`src/rtl/fetch_stage.sv`:
```
// RV32I instruction fetch stage with IF/ID register: PC sequencing, stall replay,
// redirect squash and sticky halt in front of a synchronous-read instruction memory.
module fetch_stage #(
    parameter logic [31:0] RESET_PC    = 32'h0000_0000,
    parameter int          IMEM_ADDR_W = 14,
    parameter logic [31:0] NOP_INSTR   = 32'h0000_0013
) (
    input  logic                   clk,
    input  logic                   rst_n,
    input  logic                   STALL,
    input  logic                   FLUSH,
    input  logic [31:0]            BRANCH_TARGET,
    input  logic                   HALT,
    output logic [IMEM_ADDR_W-1:0] IMEM_ADDR,
    input  logic [31:0]            IMEM_RDATA,
    output logic [31:0]            IF_ID_PC,
    output logic [31:0]            IF_ID_PC_PLUS4,
    output logic [31:0]            IF_ID_INSTR,
    output logic                   IF_ID_VALID
);

    typedef enum logic [1:0] {
        S_RUN     = 2'd0,
        S_STALLED = 2'd1,
        S_HALTED  = 2'd2
    } state_t;

    state_t      r_state;
    logic [31:0] r_pc;
    logic [31:0] r_id_pc;
    logic        r_valid;
    logic        r_squash;
    logic [31:0] r_hold;
    logic        r_hold_sel;

    state_t      w_state_nxt;
    logic [31:0] w_pc_nxt;
    logic [31:0] w_id_pc_nxt;
    logic        w_valid_nxt;
    logic        w_squash_nxt;
    logic [31:0] w_hold_nxt;
    logic        w_hold_sel_nxt;
    logic [31:0] w_instr;

    // Held word wins over memory data while stalled, since the memory keeps re-reading pc.
    always_comb begin
        if (!r_valid || r_squash) begin
            w_instr = NOP_INSTR;
        end else if (r_hold_sel) begin
            w_instr = r_hold;
        end else begin
            w_instr = IMEM_RDATA;
        end
    end

    always_comb begin
        w_state_nxt    = r_state;
        w_pc_nxt       = r_pc;
        w_id_pc_nxt    = r_id_pc;
        w_valid_nxt    = r_valid;
        w_squash_nxt   = r_squash;
        w_hold_nxt     = r_hold;
        w_hold_sel_nxt = r_hold_sel;
        case (r_state)
            S_RUN, S_STALLED: begin
                if (STALL) begin
                    w_state_nxt = S_STALLED;
                    if (r_state == S_RUN) begin
                        w_hold_nxt     = w_instr;
                        w_hold_sel_nxt = 1'b1;
                    end
                end else if (FLUSH) begin
                    w_state_nxt    = S_RUN;
                    w_pc_nxt       = BRANCH_TARGET & 32'hFFFF_FFFC;
                    w_id_pc_nxt    = r_pc;
                    w_valid_nxt    = 1'b1;
                    w_squash_nxt   = 1'b1;
                    w_hold_sel_nxt = 1'b0;
                end else if (HALT) begin
                    w_state_nxt    = S_HALTED;
                    w_valid_nxt    = 1'b0;
                    w_squash_nxt   = 1'b0;
                    w_hold_sel_nxt = 1'b0;
                end else begin
                    w_state_nxt    = S_RUN;
                    w_pc_nxt       = r_pc + 32'd4;
                    w_id_pc_nxt    = r_pc;
                    w_valid_nxt    = 1'b1;
                    w_squash_nxt   = 1'b0;
                    w_hold_sel_nxt = 1'b0;
                end
            end
            S_HALTED: begin
                w_state_nxt = S_HALTED;
            end
            default: begin
                w_state_nxt = S_RUN;
            end
        endcase
    end

    always_ff @(posedge clk) begin
        if (!rst_n) begin
            r_state    <= S_RUN;
            r_pc       <= RESET_PC;
            r_id_pc    <= RESET_PC;
            r_valid    <= 1'b0;
            r_squash   <= 1'b0;
            r_hold     <= NOP_INSTR;
            r_hold_sel <= 1'b0;
        end else begin
            r_state    <= w_state_nxt;
            r_pc       <= w_pc_nxt;
            r_id_pc    <= w_id_pc_nxt;
            r_valid    <= w_valid_nxt;
            r_squash   <= w_squash_nxt;
            r_hold     <= w_hold_nxt;
            r_hold_sel <= w_hold_sel_nxt;
        end
    end

    assign IMEM_ADDR      = r_pc[IMEM_ADDR_W+1:2];
    assign IF_ID_PC       = r_id_pc;
    assign IF_ID_PC_PLUS4 = r_id_pc + 32'd4;
    assign IF_ID_INSTR    = w_instr;
    assign IF_ID_VALID    = r_valid & ~r_squash;

endmodule

```
`config.mk`:
```
export PLATFORM = sky130hd
export DESIGN_NAME = fetch_stage
export DESIGN_NICKNAME = d
export VERILOG_FILES = /design/src/rtl/fetch_stage.sv
export SDC_FILE = /design/constraint.sdc
export NUM_CORES = 1
export LEC_CHECK = 0
export CAP_MARGIN = 20
export CORE_ASPECT_RATIO = 0.5
export CORE_MARGIN = 4
export CORE_UTILIZATION = 45
export CTS_BUF_LIST = sky130_fd_sc_hd__clkbuf_16
export CTS_CLUSTER_SIZE = 20
export DETAILED_ROUTE_END_ITERATION = 10
export GPL_ROUTABILITY_DRIVEN = 0
export GPL_TIMING_DRIVEN = 0
export PLACE_DENSITY = 0.86
export RECOVER_POWER = 25
export SLEW_MARGIN = 20
export SYNTH_ARGS = -nofsm -noshare
export SYNTH_HDL_FRONTEND = slang
export SYNTH_SLANG_ARGS = --single-unit
export TNS_END_PERCENT = 1
```
`constraint.sdc`:
```
create_clock -name clk -period 4.61 [get_ports clk]
set_clock_uncertainty 0.2 [all_clocks]
set_input_delay 0.6915 -clock clk [delete_from_list [all_inputs] [get_ports clk]]
set_output_delay 0.6915 -clock clk [all_outputs]
set_load 0.01 [all_outputs]
```
=== Word-level counts from Yosys, hierarchy flattened ===
Index checks and enable logic that the tools add are counted.
W data, S select, Z words.

* Memories kept: 0
* Bits in read-only memories: 0
* Bits in writable memories: 0
* Bits in latches: 0
* Flip-flop bits (word level): 101

* Equality and inequality tests: 4
* Magnitude comparators: 0
* Divide/modulo/power cells: 0
* Multiplexer cells: 15
* $add $sub $neg: 2
* $mul: 0
* Shifts and indexed selects: 0
* Bitwise operators: 3
* Reductions and logical operators: 8

{| class="wikitable"
|+ Operators with widths
! cell !! count
|-
| $mux W32 || 6
|-
| $add A32 B3 Y32 const B || 2
|-
| $mux W2 || 3
|-
| $reduce_and A3 Y1 || 2
|-
| $mux W1 || 5
|-
| $pmux W2 S2 || 1
|-
| $reduce_and A2 Y1 || 2
|-
| $eq A2 B1 Y1 const B || 1
|-
| $eq A2 B2 Y1 const B || 1
|-
| $logic_not A2 Y1 || 1
|-
| $ne A2 B1 Y1 const B || 1
|-
| $ne A2 B2 Y1 const B || 1
|-
| $not A1 Y1 || 2
|-
| $reduce_or A2 Y1 || 1
|-
| $and A1 B1 Y1 || 1
|-
| $logic_not A1 Y1 || 1
|-
| $logic_or A1 B1 Y1 || 1
|}

=== Logic depth before layout (Yosys ltp) ===
Gate-level depths: netlist (run 1).

* Word-level depth: 4
* Mapped depth: 8

=== Worst setup path before layout (run 1) ===
Ideal clock, no wire load.

* Kind: reg2out
* From: reg r_id_pc[11], in the netlist IF_ID_PC[11]
* To: out IF_ID_PC_PLUS4[31]
* Arrival: 1.853 ns
* Stages on the path, launching flop included: 6
* Required time: 3.719 ns
* Path slack: 1.866 ns
* Cells stage by stage: dfxtp_1 > nand4_1 > nor4_1 > nor2b_1 > and4_1 > xor2_1

* Word-level cells in the longest chain between the ends: 1

{| class="wikitable"
|+ Ends and longest elaborated chain
! item !! RTL line !! RTL
|-
| from (decl) || 30 || <nowiki>logic [31:0] r_id_pc;</nowiki>
|-
| from (signal assigned) || 114 || <nowiki>r_id_pc <= w_id_pc_nxt;</nowiki>
|-
| $add A32 B3 Y32 || 124 || <nowiki>assign IF_ID_PC_PLUS4 = r_id_pc + 32'd4;</nowiki>
|-
| to (decl) || 17 || <nowiki>output logic [31:0] IF_ID_PC_PLUS4,</nowiki>
|}

No other way between the ends.

=== Worst setup path in the final report (run 1) ===
Ends and elaborated chain as after synthesis.

==> results.md, run 1 <==
- Status: finished clean
- CTS Buf Count: 9
- GRT Total Usage: 24.1%
- Slew headroom: 35.3%
- Sink Count: 97
- H-tree lvl count: 3
- # Max-Cap Violations: 0
- P&R area growth vs syn: 40.6%
- Worst Max-Slew Pin Slew: 0.969 ns
- R2R setup slack: 1.89 ns
- Detailed Route WL: 17.6 mm
- Hold path depth: 2
- Final instance area: 7830 µm²
- Highest Clock Rate: 241 MHz
- Kind of critical path: reg -> out
- Largest net degree at the start of global routing: 18
- Core footprint: 11900 µm²
- I/O pin cnt: 180
- Synth cell types: 67
- CP required: 3.72 ns
- Wire per inst: 16.5 µm
- Hold-fix buffers at CTS: 0
- DR WL met3: 1.57 mm
- Residual DRC: 0
- DRT iter0 DRCs: roughly 520
- Hold Path Sink: r_squash
- EDFF count, synth: 0
- Highest metal used: met4
- Initial antenna violation count: 1
- Reg2Reg Depth: 7
- Die area: 14300 µm²
- Pre-CTS setup slack: 0.868 ns
- Post-CTS Resized: 0
- Clock Tree Buf Depth: 2
- Critical path fanouts, max: 7
- Pleak: 2.90 nW
- Mapped Avg Cell Area: 7.85 µm²
- Reg-to-reg startpoint: r_pc[2]
- Max Transition Viols Final: 0
- Root Buffer: clkbuf_16
- Startpoint Class: flip-flop
- Placed Instance Area: 7510 µm²
- Worst VDD drop: between 0.15 and 0.2 mV
- Synth Cell Area: 5570 µm²
- Core Rows: 28
- Post-CTS setup buffers: 0
- Yosys top cell area share: 34.9%
- Synth area leaders: dfxtp_1 (35%), nand2_1 (11%), a21boi_0 (8.5%), mux2i_1 (7.7%), nor2_1 (3.6%)
- Post-synthesis sequential area ratio: a little over a third
- Placed wire-length estimate: 13.4 mm
- Final Setup Violations: 0
- Fin crit share: between 90% and 100%
- Final setup TNS: 0 ns
- Ys Warns: 0
- # nets final: ~970
- Mapped Cells: 709
- CTS tree: yes
- Yosys reg bits: 97
- Vias in the first global route: approximately 5400
- First-pass GRT wire length: ~27 mm
- I/O Buffers: 172
- Hold Crit Class: reg -> reg
- Post-synth top flop: dfxtp_1
- CP endpoint kind: primary output
- Starting Density: 46.6%
- Pwr Density: between 200 and 300 nW/µm²
- Met1 WL: 7.49 mm
- Worst hold start: r_squash
- RSZ-0062 raised after global routing: false
- Cell taking the most area after synthesis: dfxtp_1
- R2r endpoint: r_pc[30]
- Share of layout cells above drive strength 1: about 7.0%
- Worst EP arrival: 3.26 ns
- Die X: 165 µm
- Routed vias/inst: 5.47
- First-pass DRT Iterations: 6
- Final ANT Viol Nets: 0
- Minimum clock period: 4.15 ns
- Chip Height: 86.7 µm
- Synth async-reset ratio: 0%
- Clock latency on the worst-skew pair: about 0.35 ns
- GRT overflow: 0
- Routed wl met2: between 8 and 9 mm
- Final Hold Vio Count: 0
- Total number of vias: 5836
- Final worst slack: 0.455 ns
- Fillers: ~1000
- Clock-pin slew on the worst setup and hold paths: 0.07 ns
-- worst max-delay path by stage --
| stage | from | to | cells after the start |
|---|---|---|---|
| after detailed placement | IF_ID_PC[11] | IF_ID_PC_PLUS4[31] | 6 |
| after floorplan | IF_ID_PC[11] | IF_ID_PC_PLUS4[31] | 5 |
| final | IF_ID_PC[11] | IF_ID_PC_PLUS4[31] | 6 |
| after CTS | IF_ID_PC[11] | IF_ID_PC_PLUS4[31] | 6 |
| after global routing | IF_ID_PC[11] | IF_ID_PC_PLUS4[31] | 6 |
| after global placement | IF_ID_PC[11] | IF_ID_PC_PLUS4[31] | 6 |
-- where the power goes --
| group | total, W | switching [W] | internal, W |
|---|---|---|---|
| combinational | 0.000382 | 0.000188 | 0.000194 |
| clock | 0.000818 | 0.000338 | 0.000480 |
| sequential | 0.000914 | 0.0000436 | 0.000870 |
| total | 0.00211 | 0.000569 | 0.00154 |
-- sequential cells by signal (all words and copies together) (netlist names) --
| signal | flops |
|---|---|
| r_valid | 1 |
| r_pc | 30 |
| r_squash | 1 |
| r_hold | 32 |
| IF_ID_PC | 30 |
| r_hold_sel | 1 |
| r_state | 2 |
-- cell type report --
| type | count | area, µm² | area share, % |
|---|---|---|---|
| Antenna cell | 1 | 2.50 | 0.0320 |
| Buffer | 64 | 357 | 4.56 |
| Clock buffer | 9 | 225 | 2.88 |
| Clock inverter | 7 | 103 | 1.31 |
| Inverter | 11 | 41.3 | 0.527 |
| Multi-Input combinational cell | 540 | 3230 | 41.3 |
| Sequential cell | 97 | 1940 | 24.8 |
| Tap cell | 165 | 206 | 2.64 |
| Timing Repair Buffer | 172 | 1720 | 22.0 |
-- through the flow --
step                      hold WS (ns)  cells  util, %  power (W)
after floorplan                  0.238    712        -    0.00113
after global placement           0.249   1049     62.8    0.00131
after detailed placement         0.253   1049     62.8    0.00132
after CTS                        0.262   1065     65.6    0.00213
after global routing             0.292   1066     65.5    0.00220
final                            0.258   1066     65.5    0.00211
-- logic make-up (layout without fill, tap and decap cells) --
group | count (synthesis) | in the layout | share of synthesized area (%)
compound gates | 148 | 148 | 19.3
xor+xnor | 29 | 29 | 4.56
fa+ha+maj | 2 | 2 | 0.449
buf+inv | 75 | 263 | 7.33
flops | 97 | 97 | 34.9
mux | 44 | 44 | 7.93
other cells | 1 | 5 | 0.0674
simple gates | 313 | 313 | 25.5
-- cell usage after synthesis (all sizes together), types with 8 or more instances --
library cell,n
clkbuf,37
inv,11
xnor2,18
a22o,12
a21oi,13
buf,27
nand4,11
a21boi,63
and2,9
nor3,10
mux2i,43
nor2,54
xor2,11
o21ai,22
nand2,167
and4,10
nand3,23
dfxtp,97
and3,8
-- critical path, stage by stage, from the launching register on --
cell and delay [ns]:
dfxtp_1 0.46, nand4_1 0.27, nor4_1 0.70, nor2b_1 0.49, and4_1 0.27, xor2_1 0.16, clkdlybuf4s50_1 0.56
-- layout by cell type, fill, tap and decap left out, types with 4 or more instances in the layout --
master | synthesis | routed
nand2_1 | 167 | 167
clkdlybuf4s50_1 | 0 | 127
dfxtp_1 | 97 | 97
a21boi_0 | 63 | 63
nor2_1 | 53 | 53
dlygate4sd3_1 | 0 | 45
mux2i_1 | 43 | 43
clkbuf_1 | 32 | 33
nand3_1 | 23 | 23
o21ai_0 | 21 | 21
xnor2_1 | 18 | 18
buf_4 | 19 | 17
a21oi_1 | 12 | 12
inv_1 | 11 | 11
xor2_1 | 11 | 11
a22o_1 | 11 | 11
nand4_1 | 10 | 10
nor3_1 | 10 | 10
clkbuf_16 | 0 | 9
and4_1 | 8 | 8
and2_1 | 9 | 8
nor4_1 | 6 | 6
and3_1 | 6 | 6
a22oi_1 | 6 | 6
buf_2 | 5 | 5
conb_1 | 1 | 4
-- metal layers --
| metal | up-vias | GRT usage (%) |
|---|---|---|
| li1 | 2820 | - |
| met1 | 2727 | 32.4 |
| met2 | 257 | 39.0 |
| met3 | 32 | 4.75 |
| met4 | 0 | 8.23 |
| met5 | - | 0 |
No activity file was read; power rests on OpenSTA's default activity.
==> inputs of run 2 (changes only) <==
==> constraint.sdc (replaced) <==
create_clock -name clk -period 4.61 [get_ports clk]
set_clock_uncertainty 0.2 [all_clocks]
set_input_delay 0.922 -clock clk [delete_from_list [all_inputs] [get_ports clk]]
set_output_delay 0.922 -clock clk [all_outputs]
set_load 0.01 [all_outputs]
==> run 2 against run 1 <==
Sequential cell count stayed put. Critical path depth unchanged. First-iteration DRC count rose by 1.4%. Global-route usage stayed put. Critical path type unchanged. Critical endpoint unchanged. Largest cell class unchanged. Largest power group unchanged.
==> results.md, run 2 (synthesized netlist as in run 1, its figures left out) <==
- Status: finished clean
- Layout Cells excl Fill: 1066 (unchanged)
- First-pass DRT Iterations: 5 (-1)
- Fin crit share: 90.8% (+0.70 points)
- Final Hold Slack: 0.258 ns (+0.000217 ns)
- Most frequent cells in the layout: nand2_1 (167), clkdlybuf4s50_1 (127), dfxtp_1 (97)
- R2r endpoint: r_pc[30]
- Reg-to-reg startpoint: r_pc[2]
- Kind of critical path: reg -> out
- # nets final: 966 (unchanged)
- Final setup TNS: 0 ns (unchanged)
- Die area: 14300 µm² (unchanged)
- Vias in the first global route: 5369 (unchanged)
- Die X: 165 µm (unchanged)
- Hold Crit Class: reg -> reg
- GRT Total Usage: 24.1% (unchanged)
- Minimum clock period: 4.19 ns (+0.0321 ns)
- GRT overflow: 0 (unchanged)
- I/O pin cnt: 180 (unchanged)
- Starting Density: 46.6% (unchanged)
- Levels on crit path: 6 (unchanged)
- Worst-path cell chain: nand4_1 -> nor4_2 -> nor2b_1 -> and4_1 -> xor2_1 -> clkdlybuf4s50_1
- Initial antenna violation count: 1 (unchanged)
- Peak per-stage delay on the critical path: 0.56 ns (-0.14 ns)
- DRT iter0 DRCs: 525 (+1.4%)
- Total number of vias: 5827 (-0.15%)
- Final ANT Viol Nets: 0 (unchanged)
- Routed vias/inst: 5.47 (-0.15%)
- Root Buffer: clkbuf_16
- H-tree lvl count: 3 (unchanged)
- Pwr Total: 0.00211 W (about the same)
- Wire per inst: 16.5 µm (+0.23%)
- RSZ-0062 raised after global routing: false
- Worst path slowest cell: clkdlybuf4s50_1
- Clock Tree Buf Depth: 2 (unchanged)
- Worst EP arrival: 3.06 ns (-0.20 ns)
- Worst Setup SP: IF_ID_PC[11]
- Slew headroom: 37.3% (+2.0 points)
- Chip Height: 86.7 µm (unchanged)
- Core Rows: 28 (unchanged)
- Largest register FFs: 32 (unchanged)
- I/O Buffers: 172 (unchanged)
- R2R setup slack: 1.87 ns (-0.02 ns)
- Critical path fanouts, max: 7 (unchanged)
- Hold-fix buffers at CTS: 0 (unchanged)
- Max Transition Viols Final: 0 (unchanged)
- Highest Clock Rate: 239 MHz (-0.77%)
- Clock latency on the worst-skew pair: 0.35 ns (about the same)
- Pleak: 2.90 nW (about the same)
- CP endpoint: IF_ID_PC_PLUS4[31]
- Cell family with the largest share of critical-path delay: simple AND/OR/NAND/NOR gates
- Worst VDD drop: 0.192 mV (about the same)
- Final Hold Vio Count: 0 (unchanged)
- Sink Count: 97 (unchanged)
- Clock-pin slew on the worst setup and hold paths: 0.07 ns (about the same)
- CP endpoint kind: primary output
- CTS Buf Count: 9 (unchanged)
- Reg2Reg Depth: 7 (unchanged)
- Final Setup Violations: 0 (unchanged)
- Largest net degree at the start of global routing: 18 (unchanged)
- Placed Instance Area: 7510 µm² (unchanged)
- Largest Register: r_hold
- Commonest non-fill, non-tap cell in the layout: nand2_1
- Residual DRC: 0 (unchanged)
- Core footprint: 11900 µm² (unchanged)
- Share of layout cells above drive strength 1: 7.11% (+0.11 points)
- Placed wire-length estimate: 13.4 mm (unchanged)
- Crit path buf inv count: 1 (unchanged)
- Detailed Route WL: 17.6 mm (+0.23%)
- # Max-Cap Violations: 0 (unchanged)
- Final instance area: 7830 µm² (about the same)
- Pwr Density: 270 nW/µm² (about the same)
- CTS tree: yes
- P&R area growth vs syn: 40.7% (about the same)
- Dpl cells: 1049 (unchanged)
- Worst Max-Slew Pin Slew: 0.939 ns (-0.0298 ns)
- Startpoint Class: flip-flop
- CP required: 3.49 ns (-0.23 ns)
- First-pass GRT wire length: 27.5 mm (unchanged)
[run 2: timing repair]
| item | CTS | global route |
|---|---|---|
| buffers inserted | 0 | 0 |
| setup endpoints to repair | 0 | 1 |
| resized for setup | 0 | 1 |
[run 2: where the power goes]
part / internal [W] / total (W) / leakage (nW) / switching, W
Combinational: 0.000194 / 0.000383 / 1.95 / 0.000188
Sequential: 0.000870 / 0.000914 / 0.788 / 0.0000435
Clock: 0.000480 / 0.000818 / 0.156 / 0.000338
Total: 0.00154 / 0.00211 / 2.90 / 0.000570
[run 2: layer usage]
| layer | part of all wire [%] | vias to the layer above | track usage (%) | wire (µm) |
|---|---|---|---|---|
| met5 | 0 | - | 0 | 0 |
| met4 | 2.2 | 0 | 8.23 | 386 |
| met3 | 8.2 | 35 | 4.75 | 1440 |
| met2 | 46 | 257 | 39.0 | 8110 |
| met1 | 44 | 2713 | 32.4 | 7660 |
| li1 | - | 2822 | - | - |
[run 2: area by class of cell]
class | count | area [µm²]
Buffer | 64 | 357
Sequential cell | 97 | 1940
Multi-Input combinational cell | 540 | 3240
Timing Repair Buffer | 172 | 1720
Tap cell | 165 | 206
Clock buffer | 9 | 225
Antenna cell | 1 | 2.50
Fill cell | 1008 | 4110
Clock inverter | 7 | 103
Inverter | 11 | 41.3
[run 2: worst register-to-register path, cell delays in order (launching register included)]
cell     delay [ns]
dfxtp_1        0.48
ha_1           0.30
nand4_2        0.21
or3_1          0.41
buf_6          0.15
or3_1          0.37
o41ai_1        0.36
a22o_1         0.20
[run 2: metrics by stage]
step	util [%]	worst slack (ns)
after floorplan	-	1.64
after global placement	62.8	0.753
after detailed placement	62.8	0.637
after CTS	65.6	0.265
after global routing	65.6	0.209
final	65.6	0.423
[run 2: worst min-delay path by stage]
stage,depth (start not counted),to,slack (ns),from
2_1_floorplan,2,r_squash,0.24,r_squash
4_1_cts,2,r_squash,0.26,r_squash
3_3_place_gp,2,r_hold[22],0.25,r_hold[22]
5_1_grt,2,r_hold[26],0.29,r_hold[26]
6_report,2,r_squash,0.26,r_squash
3_5_place_dp,2,r_squash,0.25,r_squash
==> inputs of run 3 (changes only) <==
Clock period 4.61 ns to 3.9 ns, I/O delays scaled along.
==> run 3 against run 2 <==
Wire length increased by 0.98%. Highest routed layer unchanged. Sequential power rose by 18%. Non-clock buffer count grew 2. First-iteration DRC count is 4.2% higher. Global-route usage is 0.091 points higher. Count of clock-buffer cells in the layout did not move. Sequential share of layout area is 0.13 points lower. Register-to-register slack got worse by 0.69 ns. Critical endpoint unchanged.
==> results.md, run 3 (synthesized netlist as in run 1, its figures left out) <==
- Pleak: 2.92 nW (+0.94%)
- Die area: 14300 µm² (unchanged)
- Reg2Reg Depth: 7 (unchanged)
- Pwr Density: 317 nW/µm² (+17%)
- Status: finished clean
- First-pass GRT wire length: 27.6 mm (+0.33%)
- Highest Clock Rate: 271 MHz
- Share of layout cells above drive strength 1: 7.54% (+0.43 points)
- R2R setup slack: 1.18 ns (-0.69 ns)
- Most frequent cells in the layout: nand2_1 (167), clkdlybuf4s50_1 (127), dfxtp_1 (97)
- Vias in the first global route: 5379 (+0.19%)
- Placed wire-length estimate: 13.4 mm (unchanged)
- Pwr Total: 0.00250 W (+18%)
- Worst VDD drop: 0.228 mV (+19%)
- RSZ-0062 raised after global routing: false
- P&R area growth vs syn: 41.5%
- Wire per inst: 16.6 µm (+0.51%)
- Sink Count: 97 (unchanged)
- Worst Max-Slew Pin Slew: 0.961 ns (+0.0219 ns)
- First-pass DRT Iterations: 5 (unchanged)
- Initial antenna violation count: 1 (unchanged)
- Kind of critical path: reg -> out
- CTS tree: yes
- Clock Tree Buf Depth: 2 (unchanged)
- Final setup TNS: 0 ns (unchanged)
- Final Hold Vio Count: 0 (unchanged)
- Commonest non-fill, non-tap cell in the layout: nand2_1
- CP endpoint kind: primary output
- Final ANT Viol Nets: 0 (unchanged)
- Clock latency on the worst-skew pair: 0.35 ns (about the same)
- Largest Register: r_hold
- Worst EP arrival: 2.71 ns (-0.35 ns)
- Largest net degree at the start of global routing: 18 (unchanged)
- Clock-pin slew on the worst setup and hold paths: 0.07 ns (about the same)
- I/O pin cnt: 180 (unchanged)
- Starting Density: 46.6% (unchanged)
- Max Transition Viols Final: 0 (unchanged)
- Post-layout util: 65.9% (+0.36 points)
- DRT iter0 DRCs: 547 (+4.2%)
- Fin crit share: 94.7%
- Detailed Route WL: 17.8 mm (+0.98%)
- Worst Setup SP: IF_ID_PC[11]
- Core Rows: 28 (unchanged)
- Startpoint Class: flip-flop
- R2r endpoint: r_pc[30]
- Largest register FFs: 32 (unchanged)
- Minimum clock period: 3.69 ns
- Root Buffer: clkbuf_16
- Critical path fanouts, max: 7 (unchanged)
- Residual DRC: 0 (unchanged)
- Reg-to-reg startpoint: r_pc[2]
- GRT overflow: 0 (unchanged)
- Final Setup Violations: 0 (unchanged)
- Routed vias/inst: 5.44 (-0.45%)
- # Max-Cap Violations: 0 (unchanged)
- H-tree lvl count: 3 (unchanged)
- I/O Buffers: 172 (unchanged)
- # nets final: 968 (+0.21%)
- GRT Total Usage: 24.2% (+0.091 points)
- CTS Buf Count: 9 (unchanged)
- Core footprint: 11900 µm² (unchanged)
- Hold Crit Class: reg -> reg
- Total number of vias: 5828 (+0.017%)
- Chip Height: 86.7 µm (unchanged)
- Slew headroom: 35.8% (-1.5 points)
- CP required: 2.92 ns (-0.57 ns)
- Hold-fix buffers at CTS: 0 (unchanged)
- Die X: 165 µm (unchanged)
- CP endpoint: IF_ID_PC_PLUS4[31]
## run 3: worst max-delay path, stage by stage, from the launching register on
cell and delay (ns):
dfxtp_1 0.47, nand4_1 0.32, nor4_4 0.34, nor2b_4 0.30, and4_1 0.23, xor2_1 0.16
clkdlybuf4s50_1 0.56
## run 3: metrics by stage
step / setup slack [ns] / hold slack (ns) / area [µm²] / cells
after floorplan: 1.07 / 0.238 / 5580 / 712
after global placement: 0.185 / 0.249 / 7510 / 1049
after detailed placement: 0.0694 / 0.253 / 7510 / 1049
after CTS: 0.0625 / 0.262 / 7850 / 1065
after global routing: 0.0765 / 0.292 / 7870 / 1068
final: 0.207 / 0.258 / 7880 / 1071
## run 3: repair_timing
action / in CTS / in global routing
endpoints found under the setup margin: 6 / 5
buffers inserted: 0 / 3
resized for setup: 3 / 1
pin swaps: 0 / 3
## run 3: layout make-up
class / count / area [µm²]
well taps: 165 / 206
inverters: 11 / 41.3
flip-flops and latches: 97 / 1940
clock buffers: 9 / 225
repair buffers: 175 / 1740
clock inverters: 7 / 103
plain buffers: 63 / 353
multi-input cells: 540 / 3250
fillers: 1003 / 4070
diodes: 4 / 10.0
## run 3: how the worst min path moves through the flow
| stage | startpoint | end | slack [ns] | depth (start not counted) |
|---|---|---|---|---|
| floorplan | r_squash | r_squash | 0.24 | 2 |
| global placement | r_hold[22] | r_hold[22] | 0.25 | 2 |
| detailed placement | r_squash | r_squash | 0.25 | 2 |
| CTS | r_squash | r_squash | 0.26 | 2 |
| global route | r_hold[26] | r_hold[26] | 0.29 | 2 |
| finish | r_squash | r_squash | 0.26 | 2 |
## run 3: power breakdown
group	total, W	switching (W)	internal [W]
Combinational	0.000453	0.000223	0.000230
Sequential	0.00108	0.0000517	0.00103
Clock	0.000964	0.000396	0.000568
Total	0.00250	0.000671	0.00183
## run 3: per-layer routing
metal | global-route usage [%] | up-vias | wire length, µm
met5 | 0 | - | 0
met4 | 8.31 | 0 | 267
met3 | 4.75 | 22 | 1470
met2 | 39.3 | 243 | 8350
met1 | 32.4 | 2734 | 7680
li1 | - | 2829 | -
